--- src/rtl/gray2rgb_color.sv ---
// Gray/disparity pixel to RGB colour converter with a two-stage pipeline and an output FIFO.
// Define GRAY2RGB_PSEUDOCOLOR_EN for the blue-cyan-yellow-red pseudocolour map; default is grayscale.
module gray2rgb_color #(
  parameter int DEPTH = 16
) (
  input  logic       clk,
  input  logic       rst_n,
  input  logic [7:0] i_gray,
  input  logic       i_DVAL,
  input  logic       i_clr,
  input  logic       i_rd_req,
  output logic [7:0] o_Red,
  output logic [7:0] o_Green,
  output logic [7:0] o_Blue,
  output logic       o_DVAL,
  output logic       o_empty,
  output logic       o_full,
  output logic       o_overflow,
  output logic       o_underflow
);

  localparam int PTR_W = $clog2(DEPTH);
  localparam int CNT_W = PTR_W + 1;
  localparam logic [CNT_W-1:0] FULL_COUNT = CNT_W'(DEPTH);

  function automatic logic [23:0] map_color(input logic [7:0] g);
`ifdef GRAY2RGB_PSEUDOCOLOR_EN
    logic [7:0] ramp;
    logic [7:0] fall;
    ramp = {g[5:0], 2'b00};
    fall = ~ramp;
    case (g[7:6])
      2'd0:    return {8'h00, ramp, 8'hFF};
      2'd1:    return {8'h00, 8'hFF, fall};
      2'd2:    return {ramp, 8'hFF, 8'h00};
      default: return {8'hFF, fall, 8'h00};
    endcase
`else
    return {g, g, g};
`endif
  endfunction

  logic [7:0]       gray_s1_q, gray_s1_d;
  logic             dval_s1_q, dval_s1_d;
  logic [23:0]      rgb_s2_q, rgb_s2_d;
  logic             dval_s2_q, dval_s2_d;
  logic [PTR_W-1:0] wr_ptr_q, wr_ptr_d;
  logic [PTR_W-1:0] rd_ptr_q, rd_ptr_d;
  logic [CNT_W-1:0] count_q, count_d;
  logic             ovf_q, ovf_d;
  logic             unf_q, unf_d;
  logic [23:0]      rgb_out_q, rgb_out_d;
  logic             dval_out_q, dval_out_d;
  logic [23:0]      mem [DEPTH];
  logic             fifo_empty, fifo_full, rd_acc, wr_acc, mem_we;

  assign fifo_empty = (count_q == '0);
  assign fifo_full  = (count_q == FULL_COUNT);
  // No write-to-read bypass: a read needs an entry already stored.
  assign rd_acc     = i_rd_req && !fifo_empty;
  assign wr_acc     = dval_s2_q && (!fifo_full || rd_acc);

  always_comb begin
    gray_s1_d  = i_gray;
    dval_s1_d  = i_DVAL;
    rgb_s2_d   = map_color(gray_s1_q);
    dval_s2_d  = dval_s1_q;
    wr_ptr_d   = wr_acc ? wr_ptr_q + PTR_W'(1) : wr_ptr_q;
    rd_ptr_d   = rd_acc ? rd_ptr_q + PTR_W'(1) : rd_ptr_q;
    count_d    = count_q;
    if (wr_acc && !rd_acc) count_d = count_q + CNT_W'(1);
    if (rd_acc && !wr_acc) count_d = count_q - CNT_W'(1);
    ovf_d      = ovf_q | (dval_s2_q && fifo_full && !rd_acc);
    unf_d      = unf_q | (i_rd_req && fifo_empty);
    rgb_out_d  = rd_acc ? mem[rd_ptr_q] : rgb_out_q;
    dval_out_d = rd_acc;
    mem_we     = wr_acc;
    // Flush wins over any read or write landing in the same cycle.
    if (i_clr) begin
      dval_s1_d  = 1'b0;
      dval_s2_d  = 1'b0;
      wr_ptr_d   = '0;
      rd_ptr_d   = '0;
      count_d    = '0;
      ovf_d      = 1'b0;
      unf_d      = 1'b0;
      rgb_out_d  = rgb_out_q;
      dval_out_d = 1'b0;
      mem_we     = 1'b0;
    end
  end

  always_ff @(posedge clk or negedge rst_n) begin
    if (!rst_n) begin
      gray_s1_q  <= '0;
      dval_s1_q  <= 1'b0;
      rgb_s2_q   <= '0;
      dval_s2_q  <= 1'b0;
      wr_ptr_q   <= '0;
      rd_ptr_q   <= '0;
      count_q    <= '0;
      ovf_q      <= 1'b0;
      unf_q      <= 1'b0;
      rgb_out_q  <= '0;
      dval_out_q <= 1'b0;
    end else begin
      gray_s1_q  <= gray_s1_d;
      dval_s1_q  <= dval_s1_d;
      rgb_s2_q   <= rgb_s2_d;
      dval_s2_q  <= dval_s2_d;
      wr_ptr_q   <= wr_ptr_d;
      rd_ptr_q   <= rd_ptr_d;
      count_q    <= count_d;
      ovf_q      <= ovf_d;
      unf_q      <= unf_d;
      rgb_out_q  <= rgb_out_d;
      dval_out_q <= dval_out_d;
    end
  end

  // Storage array needs no reset; pointers and count define what is valid.
  always_ff @(posedge clk) begin
    if (mem_we) mem[wr_ptr_q] <= rgb_s2_q;
  end

  assign o_Red       = rgb_out_q[23:16];
  assign o_Green     = rgb_out_q[15:8];
  assign o_Blue      = rgb_out_q[7:0];
  assign o_DVAL      = dval_out_q;
  assign o_empty     = fifo_empty;
  assign o_full      = fifo_full;
  assign o_overflow  = ovf_q;
  assign o_underflow = unf_q;

endmodule

--- config.mk ---
export PLATFORM = sky130hd
export DESIGN_NAME = gray2rgb_color
export DESIGN_NICKNAME = d
export VERILOG_FILES = /design/src/rtl/gray2rgb_color.sv
export SDC_FILE = /design/constraint.sdc
export NUM_CORES = 1
export LEC_CHECK = 0
export ABC_AREA = 1
export BUFFER_PORTS_ARGS = -buffer_cell sky130_fd_sc_hd__buf_4
export CAP_MARGIN = 5
export CORE_MARGIN = 1.5
export CORE_UTILIZATION = 54
export DETAILED_ROUTE_END_ITERATION = 10
export PLACE_DENSITY = 0.73
export SLEW_MARGIN = 20
export SYNTH_ARGS = -nofsm -noshare
export SYNTH_HDL_FRONTEND = slang
export SYNTH_SLANG_ARGS = --single-unit
--- constraint.sdc ---
create_clock -name clk -period 1.9 [get_ports clk]
set_input_delay 0.57 -clock clk [delete_from_list [all_inputs] [get_ports clk]]
set_output_delay 0.57 -clock clk [all_outputs]
set_load 0.1 [all_outputs]
; ---- Word level (Yosys, flattened, before mapping)
; Memory sizes are Yosys's and may differ from the RTL's. A register that Yosys moved wholly into a read port is not among the register bits.
; Cells that the tools add are included.
[word_totals]
regBits = 50
out_inout_bits = 29
mem_bits_rw = 384
memories = 1
inputBits = 13
wordCells = 52
[mem_list]
columns = memory, words, word_bits, read_ports, rd_ports_with_merged_regs, write_ports, line
row1 = mem, 16, 24, 1, 1, 1, 54  ; logic [23:0] mem [DEPTH];
[classes]
eq_ne = 1
mux = 15
bitwise_logic = 3
addsub = 4
n_reduce_logical = 18
[op_table]
columns = op, n
row1 = $mux 4, 4
row2 = $mux 5, 3
row3 = $add 4x1->4 const B, 2
row4 = $mux 1, 8
row5 = $logic_and 1x1->1, 7
row6 = $add 5x1->5 const B, 1
row7 = $eq 5x5->1 const B, 1
row8 = $logic_not 1->1, 5
row9 = $logic_not 5->1, 1
row10 = $sub 5x1->5 const B, 1
row11 = $reduce_bool 2->1, 2
row12 = $reduce_bool 3->1, 1
row13 = $or 1x1->1, 2
row14 = $reduce_and 2->1, 1
row15 = $logic_or 1x1->1, 1
row16 = $not 1->1, 1

; ---- Longest topological paths before layout
[depth]
ltp_word = 9
mapped_depth = 14
ltp_nobuf = 14

; ---- Worst setup path before layout
; No wires, ideal clock.
[synth_timing]
path_kind = input port to flip-flop
from = input i_rd_req
to = memory mem[13][15] (enable)
n_path_buf = 1
setup_ns = 0.383
t_arrival_ns = 1.862
cell_stages = 7
required_time_ns = 1.517
path_slack_ns = -0.345
path_cell_list = buf_2 -> inv_1 -> nand2_4 -> nand2_4 -> nor2_2 -> inv_1 -> nor3_1
[synth_between]
elab_chain_cells = 6
[synth_lines]
columns = item, line
row1 = "start, declared", 11  ; input logic i_rd_req,
row2 = $logic_and 1x1->1, 60  ; assign rd_acc = i_rd_req && !fifo_empty;
row3 = $logic_or 1x1->1, 61  ; assign wr_acc = dval_s2_q && (!fifo_full || rd_acc);
row4 = $logic_and 1x1->1, 61
row5 = $mux 1, 79  ; if (i_clr) begin
row6 = $mux 1, 123  ; if (mem_we) mem[wr_ptr_q] <= rgb_s2_q;
row7 = $mux 1 (not written as such), 123
row8 = "end, declared", 54
; Every way passes these cells.

; ---- Worst setup path in the final report
[layout_timing]
from = register count_q[0]
to = output o_full
[layout_between]
elab_chain_cells = 1
[layout_lines]
columns = item, line
row1 = "start, declared", 49  ; logic [CNT_W-1:0] count_q, count_d;
row2 = "start signal, assigned", 113  ; count_q <= count_d;
row3 = $eq 5x5->1, 58  ; assign fifo_full = (count_q == FULL_COUNT);
row4 = "end, declared", 17  ; output logic o_full,
; Every way passes these cells.

==> results.tsv <==
stage	metric	value	unit
logic_synthesis	yosysTopAreaCell	edfxtp_1	
logic_synthesis	synth_common_cells	edfxtp_1, nor2_1, o21ai_0	
clock_network	cts_tree	done	
clock_network	cts_made_buffers	17	
cells_and_area	regArea	4910	µm²
detailed_routing	via_per_inst	5.71	
power_and_ir_drop	p_switching	5.15	mW
clock_network	root_buffer	clkbuf_16	
place	gp_congestion	0.875	
status	violations	negative setup slack	
worst_setup_path	critPathMaxStageDelay	0.41	ns
clock_network	insertion_delay	0.42	ns
cells_and_area	post-route-util	66.9	%
worst_setup_path	crit_slowest_cell	dfrtp_1	
logic_synthesis	synth_top_flop_cell	edfxtp_1	
global_routing	grt_usage	23.7	%
detailed_routing	wl	15.7	mm
sta	finalSetupTns	-0.0903	ns
logic_synthesis	syn_nets	599	
cells_and_area	syn_to_final_growth	20.1	%
global_routing	antenna_found_initial	0	
place	placed_area	7660	µm²
power_and_ir_drop	power.share.clock	26.2	%
worst_setup_path	criticalPathCategory	flop to output port	
sta	fin_worst_skew	0.00816	ns
logic_synthesis	postSynthCellCount	579	
detailed_routing	drc	0	
cells_and_area	fill_cells	890	
clock_network	cts.sinks	170	
cells_and_area	diodes	0	
logic_synthesis	syn_avg_cell_area	12.2	µm²
place	pre_cts_ws	-0.0220	ns
logic_synthesis	synth.most_common_cell	edfxtp_1	
power_and_ir_drop	max-vdd-ir-drop	923	µV
worst_setup_path	worstSetupEndpointType	output port	
power_and_ir_drop	powerDensity	1480	nW/µm²
floorplan	rows	41	
floorplan	start_util	55.7	%
power_and_ir_drop	p_int	7.38	mW
worst_setup_path	arrival	1.40	ns
clock_network	ctsHoldBuffers	0	
detailed_routing	ant_nets	0	
logic_synthesis	async_flop_share	24.7	%
cells_and_area	multiInputGateArea	1930	µm²
place	dpl.hpwl	10.2	mm
worst_setup_path	cp_common_cell	nor2_4	
sta	timing.hold.ws	0.131	ns
logic_synthesis	ys_seq_area_share	69.3	%
logic_synthesis	synth-edff-count	128	
detailed_routing	dr_total_vias	4698	
power_and_ir_drop	leakage	3.18	nW
power_and_ir_drop	switching_share	41.1	%
power_and_ir_drop	power_frac_comb	38.8	%
logic_synthesis	yosysUniqueCellTypes	34	
clock_network	cts_buffer_depth	2	
cells_and_area	fin_area	8480	µm²
global_routing	grt_max_degree	43	
logic_synthesis	synth-seq-cells	170	
floorplan	dieArea	13800	µm²
sta	drv_slew	0	
floorplan	die_y	117	µm
floorplan	placeableCoreArea	12700	µm²
global_routing	grt-ovfl-total	0	
min_path	hold_path.class	input pin to async pin	
global_routing	grt_pass1_vias	4595	
sta	post-route-period-util	104	%
clock_network	htreeDepth	4	
place	numPortBuffers	41	
logic_synthesis	synth_top_area_share	54.5	%
job	cap_violations	0	
detailed_routing	drt-wirelength-per-cell	19.1	µm
global_routing	grt_pass1_wl	24.8	mm
sta	max_freq	508	MHz
cells_and_area	drive_above_1_share	24.9	%
sta	rsz0062_at_grt	yes	
cells_and_area	nets	658	
status	status	finished with violations	
floorplan	io_pins	42	
worst_setup_path	cp_max_fo	2	
sta	worstMarginPinSlew	0.710	ns
floorplan	die_x	117	µm
sta	hold_viol	0	
logic_synthesis	synthTopCellsByArea	edfxtp_1, dfrtp_1, nor2_1	
sta	period_needed	1.97	ns
logic_synthesis	yosysWarnings	0	
sta	setup_viol	2	
sta	relSlewSlack	52.7	%
detailed_routing	drtPass1Iterations	5	
worst_setup_path	critPathLaunchType	flop	
worst_setup_path	crit_chain	nor2_4 > nand2_2 > nor2_4 > buf_12	
power_and_ir_drop	seq_power_share	35.0	%
sta	fin_ws	-0.0678	ns
detailed_routing	drtIter0Drc	615	
logic_synthesis	netlist_area	7060	µm²
worst_setup_path	required	1.33	ns
clock_network	path_clk_slew	0.06	ns
==> cells in the final DEF, fill, tap and decap left out, types with 3 or more instances in the layout <==
cell / Yosys / final
clkinv_1: 1 / 4
nand2_1: 43 / 39
a21oi_1: 4 / 4
o221ai_1: 4 / 4
inv_2: 1 / 3
nand2_2: 1 / 4
nor3_4: 0 / 7
ha_1: 7 / 5
clkbuf_1: 11 / 3
buf_4: 20 / 74
dfrtp_1: 42 / 31
nor2_1: 105 / 102
nor2_4: 2 / 7
dfrtp_2: 0 / 11
inv_6: 0 / 3
inv_1: 26 / 22
o211ai_1: 27 / 27
edfxtp_1: 128 / 128
nand4_1: 3 / 3
o21ai_1: 16 / 16
inv_4: 2 / 3
nand3_1: 30 / 28
nand2_4: 4 / 5
o21ai_0: 57 / 57
buf_12: 0 / 8
nor3_1: 14 / 6
o21a_1: 6 / 6
clkbuf_16: 0 / 17
==> layout make-up <==
cell class / count / share of cell area [%]
inverter: 30 / 1.48
clock buffer: 20 / 5.15
multi-input combinational: 335 / 22.8
clock inverter: 12 / 1.46
tap: 172 / 2.54
sequential: 170 / 57.9
timing repair buffer: 84 / 8.71
==> sequential cells by signal (all words and copies together) (netlist names) <==
name,count
count_q,5
dval_s1_q,1
dval_s2_q,1
gray_s1_q,8
mem,128
o_DVAL,1
o_overflow,1
o_underflow,1
rd_ptr_q,4
rgb_out_q,8
rgb_s2_q,8
wr_ptr_q,4
==> cell families after synthesis <==
| group | after synthesis | share of synthesized area (%) |
|---|---|---|
| simple gates | 207 | 13.3 |
| xor+xnor | 1 | 0.124 |
| flops | 170 | 69.3 |
| compound gates | 120 | 10.4 |
| fa+ha+maj | 7 | 1.24 |
| buf+inv | 74 | 5.65 |
==> path summary, 6_finish.rpt <==
check	start	endpoint	slack, ns	cells past startpoint
max	count_q[0]$_DFFE_PN0P_	o_full	-0.07	4
min	rst_n	count_q[3]$_DFFE_PN0P_	0.13	1
max reg2reg	count_q[0]$_DFFE_PN0P_	mem[5][22]$_DFFE_PP_	0.04	10
min reg2reg	gray_s1_q[5]$_DFF_PN0_	rgb_s2_q[21]$_DFF_PN0_	0.35	0
max in group asynchronous	rst_n	rgb_out_q[15]$_DFFE_PN0P_	1.37	1
min in group clk	i_gray[6]	gray_s1_q[6]$_DFF_PN0_	0.25	1
==> through the flow <==
step | total power [mW] | instances
2_1_floorplan | 8.22 | 579
3_3_place_gp | 8.85 | 775
3_5_place_dp | 8.92 | 775
4_1_cts | 12.4 | 813
5_1_grt | 13.0 | 823
6_report | 12.5 | 823
==> power by group through the flow <==
stage               clock, mW  sequential [mW]  combinational [mW]
floorplan                   0             5.10                3.12
finish                   3.29             4.38                4.86
CTS                      3.31             4.38                4.70
global placement            0             4.45                4.40
global route             3.47             4.41                5.11
detailed placement          0             4.47                4.45
==> worst max-delay path: cells and delay by family, from the launching register on <==
family                 cells  cell delay (ns)
DFF                        1             0.41
and+or+nand+nor            3             0.38
buffers and inverters      1             0.18
==> routing by layer <==
layer	track usage [%]	share of wire [%]
met5	0	0
met4	10.5	2.5
met3	5.74	8.0
met2	36.0	48
met1	32.9	41
==> repair_timing <==
action                                 CTS  global route
setup buffers                            6            10
endpoints found under the hold margin    0             0
resized for setup                       14             9
pin swaps                                4            11
setup endpoints to repair                2            76
(Power assumes the default switching activity.)
